`config.mk`:
```
export PLATFORM = sky130hd
export DESIGN_NAME = boot_img_loader
export DESIGN_NICKNAME = d
export VERILOG_FILES = /design/src/rtl/boot_img_loader.sv
export SDC_FILE = /design/constraint.sdc
export NUM_CORES = 1
export LEC_CHECK = 0
export ABC_AREA = 1
export CORE_UTILIZATION = 40
export DETAILED_ROUTE_END_ITERATION = 10
export SYNTH_ARGS = -nofsm -noshare
export SYNTH_HDL_FRONTEND = slang
export SYNTH_SLANG_ARGS = --single-unit
```
`constraint.sdc`:
```
create_clock -name clk -period 2.55 [get_ports clk]
set_input_delay 0.6375 -clock clk [delete_from_list [all_inputs] [get_ports clk]]
set_output_delay 0.6375 -clock clk [all_outputs]
set_load 0.05 [all_outputs]
```
`src/rtl/boot_img_loader.sv`:
```
// rtl/boot_img_loader.sv - length-prefixed byte-stream image loader into boot image RAM
// Optional trailing checksum stage enabled by defining BOOT_IMG_CSUM_EN.
module boot_img_loader #(
  parameter int AW = 14
) (
  input  logic          clk,
  input  logic          rst_n,
  input  logic          start,
  input  logic          in_valid,
  input  logic [7:0]    in_data,
  output logic          in_ready,
  output logic          mem_cs,
  output logic [AW-1:0] mem_addr,
  output logic [31:0]   mem_wdata,
  output logic          done,
  output logic          err
);

  localparam logic [31:0] MAX_BYTES = 32'(4 * ((1 << AW) - 1));
  localparam int CW = AW + 2;

  typedef enum logic [2:0] {S_HDR, S_DATA, S_CSUM, S_DONE, S_ERR, S_HALT} state_t;

`ifdef BOOT_IMG_CSUM_EN
  localparam state_t S_AFTER     = S_CSUM;
  localparam logic   AFTER_READY = 1'b1;
`else
  localparam state_t S_AFTER     = S_DONE;
  localparam logic   AFTER_READY = 1'b0;
`endif

  state_t        state;
  logic [1:0]    lane;
  logic [31:0]   asm_q;
  logic [31:0]   asm_nx;
  logic [CW-1:0] len;
  logic [CW-1:0] bcnt;
  logic [CW-1:0] bcnt_nx;
  logic [AW-1:0] widx;
  logic [AW-1:0] widx_nx;
  logic          accept;
`ifdef BOOT_IMG_CSUM_EN
  logic [31:0]   sum;
`endif

  assign accept  = in_valid & in_ready;
  assign bcnt_nx = bcnt + CW'(1);
  assign widx_nx = widx + AW'(1);

  // Assembler is cleared after every word, so a short final word is zero-padded.
  always_comb begin
    asm_nx = asm_q;
    asm_nx[8*lane +: 8] = in_data;
  end

  always_ff @(posedge clk or negedge rst_n) begin
    if (!rst_n) begin
      state     <= S_HDR;
      in_ready  <= 1'b1;
      mem_cs    <= 1'b0;
      mem_addr  <= '0;
      mem_wdata <= '0;
      done      <= 1'b0;
      err       <= 1'b0;
      lane      <= '0;
      asm_q     <= '0;
      len       <= '0;
      bcnt      <= '0;
      widx      <= '0;
`ifdef BOOT_IMG_CSUM_EN
      sum       <= '0;
`endif
    end else begin
      mem_cs <= 1'b0;
      // Rearm wins over a byte handshake in the same cycle; that byte is dropped.
      if (start && (state == S_DONE || state == S_ERR || state == S_HALT)) begin
        state    <= S_HDR;
        in_ready <= 1'b1;
        done     <= 1'b0;
        err      <= 1'b0;
        lane     <= '0;
        asm_q    <= '0;
        len      <= '0;
        bcnt     <= '0;
        widx     <= '0;
`ifdef BOOT_IMG_CSUM_EN
        sum      <= '0;
`endif
      end else begin
        case (state)
          S_HDR: if (accept) begin
            if (lane == 2'd3) begin
              lane  <= '0;
              asm_q <= '0;
              if (asm_nx > MAX_BYTES) begin
                state <= S_ERR;
                err   <= 1'b1;
              end else begin
                mem_cs    <= 1'b1;
                mem_addr  <= '0;
                mem_wdata <= asm_nx;
                len       <= asm_nx[CW-1:0];
                if (asm_nx == 32'd0) begin
                  state    <= S_AFTER;
                  in_ready <= AFTER_READY;
                end else begin
                  state <= S_DATA;
                end
              end
            end else begin
              lane  <= lane + 2'd1;
              asm_q <= asm_nx;
            end
          end

          S_DATA: if (accept) begin
            bcnt <= bcnt_nx;
            if (lane == 2'd3 || bcnt_nx == len) begin
              mem_cs    <= 1'b1;
              mem_addr  <= widx_nx;
              mem_wdata <= asm_nx;
              widx      <= widx_nx;
              lane      <= '0;
              asm_q     <= '0;
`ifdef BOOT_IMG_CSUM_EN
              sum       <= sum + asm_nx;
`endif
              if (bcnt_nx == len) begin
                state    <= S_AFTER;
                in_ready <= AFTER_READY;
              end
            end else begin
              lane  <= lane + 2'd1;
              asm_q <= asm_nx;
            end
          end

`ifdef BOOT_IMG_CSUM_EN
          S_CSUM: if (accept) begin
            if (lane == 2'd3) begin
              lane     <= '0;
              asm_q    <= '0;
              in_ready <= 1'b0;
              if (asm_nx == sum) begin
                state <= S_DONE;
              end else begin
                state <= S_HALT;
                err   <= 1'b1;
              end
            end else begin
              lane  <= lane + 2'd1;
              asm_q <= asm_nx;
            end
          end
`endif

          S_DONE: done <= 1'b1;

          default: ;
        endcase
      end
    end
  end

endmodule
```
### Word level (Yosys, flattened, before mapping)

Cells that the tools add are included.

| operators by class | value |
|---|---|
| order comparisons | 1 |
| reductions and logical operators | 23 |
| bitwise gates (word level) | 2 |
| multiplexer cells | 67 |
| eq/ne operators | 19 |
| add/subtract/negate cells | 4 |
| shift-type cells | 2 |

Operators by type and width:

| operator | count |
|---|---|
| two-way mux 32 bit | 10 |
| two-way mux 16 bit | 8 |
| one-hot mux 32 bit (2 select lines) | 2 |
| two-way mux 14 bit | 7 |
| negator 5 -> 34 bit | 1 |
| variable shift 8 x 34 -> 32 bit, first input constant | 1 |
| variable part select 8 x 34 -> 32 bit | 1 |
| bitwise mux 32 bit | 1 |
| > comparator 32 x 16 -> 1 bit, second input constant | 1 |
| logical NOT 32 bit | 1 |
| one-hot mux 14 bit (2 select lines) | 1 |
| two-way mux 1 bit | 21 |
| two-way mux 3 bit | 7 |
| != test 3 bit, second input constant | 7 |
| adder 16 x 1 -> 16 bit, second input constant | 1 |
| == test 16 bit | 1 |
| nonzero test 2 bit | 8 |
| adder 14 x 1 -> 14 bit, second input constant | 1 |
| two-way mux 2 bit | 6 |
| != test 2 bit, second input constant | 6 |
| AND reduction 4 bit | 2 |
| AND reduction 8 bit | 1 |
| AND reduction 7 bit | 1 |
| == test 3 bit, second input constant | 2 |
| 16 further kinds | 20 |

| storage, ports and cells | value |
|---|---|
| output and inout bits | 50 |
| logic and storage cells | 130 |
| register bits | 133 |
| input port bits | 12 |

### Longest topological paths before layout

| depth | value |
|---|---|
| word-level depth | 10 |
| depth in mapped cells | 18 |
| gate-level depth less buffers | 18 |

### Least setup slack after synthesis

No wires, ideal clock.

| timing | value |
|---|---|
| kind | register -> register |
| start point | register lane[0] |
| end point | register mem_addr[10] |
| stages on the path, launching flop included | 17 |
| data required time | 2.431 ns |
| arrival time | 2.305 ns |
| clock period less this slack | 2.424 ns |
| setup time | 0.119 ns |
| slack | 0.126 ns |
| cell sequence | dfrtp_1 > inv_1 > ha_1 > nand3_1 > o22ai_1 > nor2_1 > nand2_1 > nor2_1 > nand2_1 > inv_1 > nand2_1 > a21oi_1 > nand3_4 > buf_6 > buf_6 > nand2_1 > nand2_1 |

| on the way | value |
|---|---|
| longest elaborated chain between the ends | 6 |

RTL lines:

| what | RTL line | text |
|---|---|---|
| start, declared | 33 | `logic [1:0] lane;` |
| start signal, assigned | 111 | `lane <= lane + 2'd1;` |
| start signal, assigned | 133 | `lane <= lane + 2'd1;` |
| negator 5 -> 34 bit | 53 | `asm_nx[8*lane +: 8] = in_data;` |
| variable part select 8 x 34 -> 32 bit or variable shift 8 x 34 -> 32 bit (tied branches) | 53 |  |
| bitwise mux 32 bit | 53 |  |
| > comparator 32 x 16 -> 1 bit | 95 | `if (asm_nx > MAX_BYTES) begin` |
| != test 2 bit (no line) | n/a |  |
| AND reduction 7 bit (no line) (*) | n/a |  |
| end signal, assigned | 120 | `mem_addr <= widx_nx;` |
| end, declared | 13 | `output logic [AW-1:0] mem_addr,` |

Mark *: on every way between the ends. The rest lies on a longest branch, timed or not.
A chain may end at the register's enable or synchronous reset.

### Worst setup path in the final report

| timing | value |
|---|---|
| start point | register lane[0] |
| end point | register mem_wdata[3] |

| on the way | value |
|---|---|
| longest elaborated chain between the ends | 7 |

RTL lines:

| what | RTL line | text |
|---|---|---|
| parallel branches: the longest is 7 deep, another holds negator 5 -> 34 bit | n/a |  |
| end signal, assigned | 101 | `mem_wdata <= asm_nx;` |
| end signal, assigned | 121 | `mem_wdata <= asm_nx;` |
| end, declared | 14 | `output logic [31:0] mem_wdata,` |

Parallel ways; which one is timed is not known. The select of a mux whose other input is x is not followed.

==> reports/metrics.yaml <==
h-tree-depth: 4
syn_to_final_growth_pct: 37.5
synth_area_leader_cell: "dfrtp_1"
period_needed_ns: 2.50
r2r_start: "lane[0]"
hold_violations: 0
fin_crit_sh_pct: 97.9
final_cells: 1199
total_power_mw: 4.60
maxCapViolCount: 0
max-vdd-ir-drop_mv: 0.462
synth-seq-cells: 133
dpl.hpwl_mm: 12.0
synth_cell_type_count: 36
viasPerCell: 4.99
final_nets: 990
syn_area_sq_mm: 0.00663
cts_inserted_buffers: 17
grt_first_pass_wirelength_mm: 27.7
dieArea_sq_mm: 0.0171
r2r_end: "mem_wdata[3]"
io_pins: 62
drtAntennaViolNets: 0
end_kind: "flip-flop"
coreArea_sq_mm: 0.0161
drive_above_1_share_pct: 19.9
first_pass_iters: 4
first_iter_violations: 402
rsz0062_at_grt: "yes"
worstSetupPathType: "flip-flop to flip-flop"
avgSynthCellArea_sq_um: 8.02
place_inst: 1151
finish.utilization_pct: 56.7
num_rows: 46
p_leak_nw: 4.40
synthTopCellsByArea: "dfrtp_1, nand2_1, inv_1, nand3_1, o21ai_0"
drc: 0
cts_tree: "yes"
ff2ff_path_depth: 17
rrSetupSlack_ns: 0.05
num_vias: 5986
cp-startpoint: "lane[0]"
power_density_mw_per_mm2: 505
fill_cells: 1428
fp.dieH_um: 131
grt_pass1_vias: 5559
place.gp.congestion: 0.899
hold_class: "input port to asynchronous set/reset pin"
detail_route.wirelength_mm: 18.4
grt_max_degree: 53
grt_util_all_layers_pct: 21.3
antenna_found_initial: 0
start_kind: "flip-flop"
port_buffers: 61
syn_nets: 847
path_clk_slew_ns: 0.06
clock_latency_ns: 0.43
seq_area_frac_synth_pct: 50.2
critical_path.endpoint: "mem_wdata[3]"
finalSetupViolations: 0
crit_fanout: 8
wl_per_cell_um: 15.4
cts_hold_repair.buffers: 0
fin_skew_ns: 0.00732
grt_overflow: 0
start_util_pct: 41.3
slew_headroom_pct: 64.8
clk_path_buf_depth: 2
cp.arrival_ns: 2.81
multi_input_area_sq_mm: 0.00300
diodes: 0
synth_cells: 827
required_ns: 2.86
yosysTopAreaCellShare_pct: 49.8
max_freq_mhz: 401
synth_warnings: 0
outcome: "complete, no violations"
cts_root_buf: "clkbuf_16"
register_area_sq_mm: 0.00333
tightest_slew_ns: 0.526
slew_violations: 0
fp.dieW_um: 131
clkSinkCount: 133
## how the worst min path moves through the flow
stage | startpoint | end | slack, ns | cells past startpoint
floorplan | rst_n | asm_q[0] | 0.34 | 0
global placement | mem_addr[12] | mem_addr[12] | 0.46 | 2
detailed placement | mem_addr[11] | mem_addr[11] | 0.46 | 2
CTS | rst_n | asm_q[18] | 0.17 | 1
global route | rst_n | mem_wdata[18] | 0.19 | 1
finish | rst_n | asm_q[18] | 0.16 | 1
## power breakdown
| group | switching (mW) | total [mW] | internal (mW) |
|---|---|---|---|
| Combinational | 0.0663 | 0.108 | 0.0419 |
| Clock | 0.959 | 2.38 | 1.42 |
| Sequential | 0 | 2.11 | 2.11 |
| Total | 1.03 | 4.60 | 3.57 |
## cells in the final DEF (no fill, tap or decap), drive strengths merged, types with 16 or more instances in the layout
| cell | Yosys | routed |
|---|---|---|
| nand3 | 82 | 83 |
| nand2 | 208 | 208 |
| o22ai | 47 | 47 |
| clkbuf | 14 | 25 |
| nor2 | 48 | 48 |
| dfrtp | 132 | 132 |
| clkdlybuf4s50 | 0 | 60 |
| inv | 124 | 125 |
| o21ai | 93 | 93 |
| nand4 | 16 | 16 |
| buf | 15 | 89 |
## critical path, stage by stage, from the launching register on
cell and delay, ns:
dfrtp_1 0.42, inv_2 0.14, buf_6 0.14, ha_4 0.15, buf_8 0.13, o22ai_1 0.10, nor2_1 0.10, nand2_1 0.09
nor2_2 0.13, nand2_2 0.08, inv_2 0.06, nand2_2 0.06, a21oi_4 0.17, buf_6 0.14, nand3_4 0.14, clkbuf_16 0.22
nand2_2 0.05, o21ai_1 0.05
## final cells by class
type	count	share of cell area, %
Tap cell	216	2.97
Sequential cell	133	36.5
Inverter	125	5.20
Timing Repair Buffer	152	16.1
Multi-Input combinational cell	541	32.9
Clock buffer	22	5.20
Clock inverter	10	1.08
## synth_stat cells
cell type,n
o211ai_2,1
o21a_1,9
nand3_2,2
o21ai_2,1
o31ai_1,1
a21oi_1,4
nor3_1,3
nand4_2,1
clkbuf_2,2
nand3_1,79
buf_6,3
buf_2,12
ha_1,8
o21ai_1,30
nand3_4,1
xor2_1,7
nor2_1,44
a21oi_2,1
inv_1,122
nand2_4,1
nand2_2,4
clkbuf_1,12
nand4_1,15
nor2_2,1
o21ai_0,62
dfstp_2,1
nor2_4,3
xnor2_1,3
inv_2,2
and3_1,1
o22ai_1,47
clkinv_1,1
dfrtp_1,132
or2_2,2
nand2_1,203
or2_1,6
## state kept, by name, summed over array words and instances (netlist names)
register	cells
err	1
state	3
asm_q	32
mem_addr	14
widx	14
lane	2
mem_cs	1
len	16
bcnt	16
done	1
in_ready	1
mem_wdata	32
## through the flow
| stage | setup slack [ns] | hold slack, ns | area (sq um) | setup TNS (ns) |
|---|---|---|---|---|
| 6_report | 0.0534 | 0.156 | 9110 | 0 |
| 5_1_grt | -0.100 | 0.188 | 9110 | -4.01 |
| 4_1_cts | 0.0321 | 0.169 | 8580 | 0 |
| 3_5_place_dp | -0.216 | 0.459 | 8000 | -10.30 |
| 3_3_place_gp | -0.197 | 0.458 | 8000 | -10.04 |
| 2_1_floorplan | 0.126 | 0.342 | 6630 | 0 |
## routing by layer
metal | routed length (um) | track usage (%) | vias up | share of wire, %
li1 | - | - | 2983 | -
met1 | 8450 | 27.5 | 2868 | 46
met2 | 8890 | 35.0 | 109 | 48
met3 | 761 | 4.97 | 26 | 4.1
met4 | 314 | 7.10 | 0 | 1.7
met5 | 0 | 0 | - | 0
## logic make-up after synthesis
logic type,Yosys count,synth area share (%)
AO/OA/AOI/OAI,156,13.3
XOR/XNOR,10,1.32
adder cells (fa/ha/maj),8,1.51
buffers and inverters,154,9.32
flip-flops,133,50.2
AND/OR/NAND/NOR,366,24.3
## timing repair
| action | CTS | global route |
|---|---|---|
| buffers inserted | 0 | 10 |
| resized for setup | 3 | 88 |
| endpoints found under the setup margin | 46 | 114 |
| pin swaps | 0 | 10 |
| gates cloned | 0 | 6 |
No activity file was read; power rests on OpenSTA's default activity.
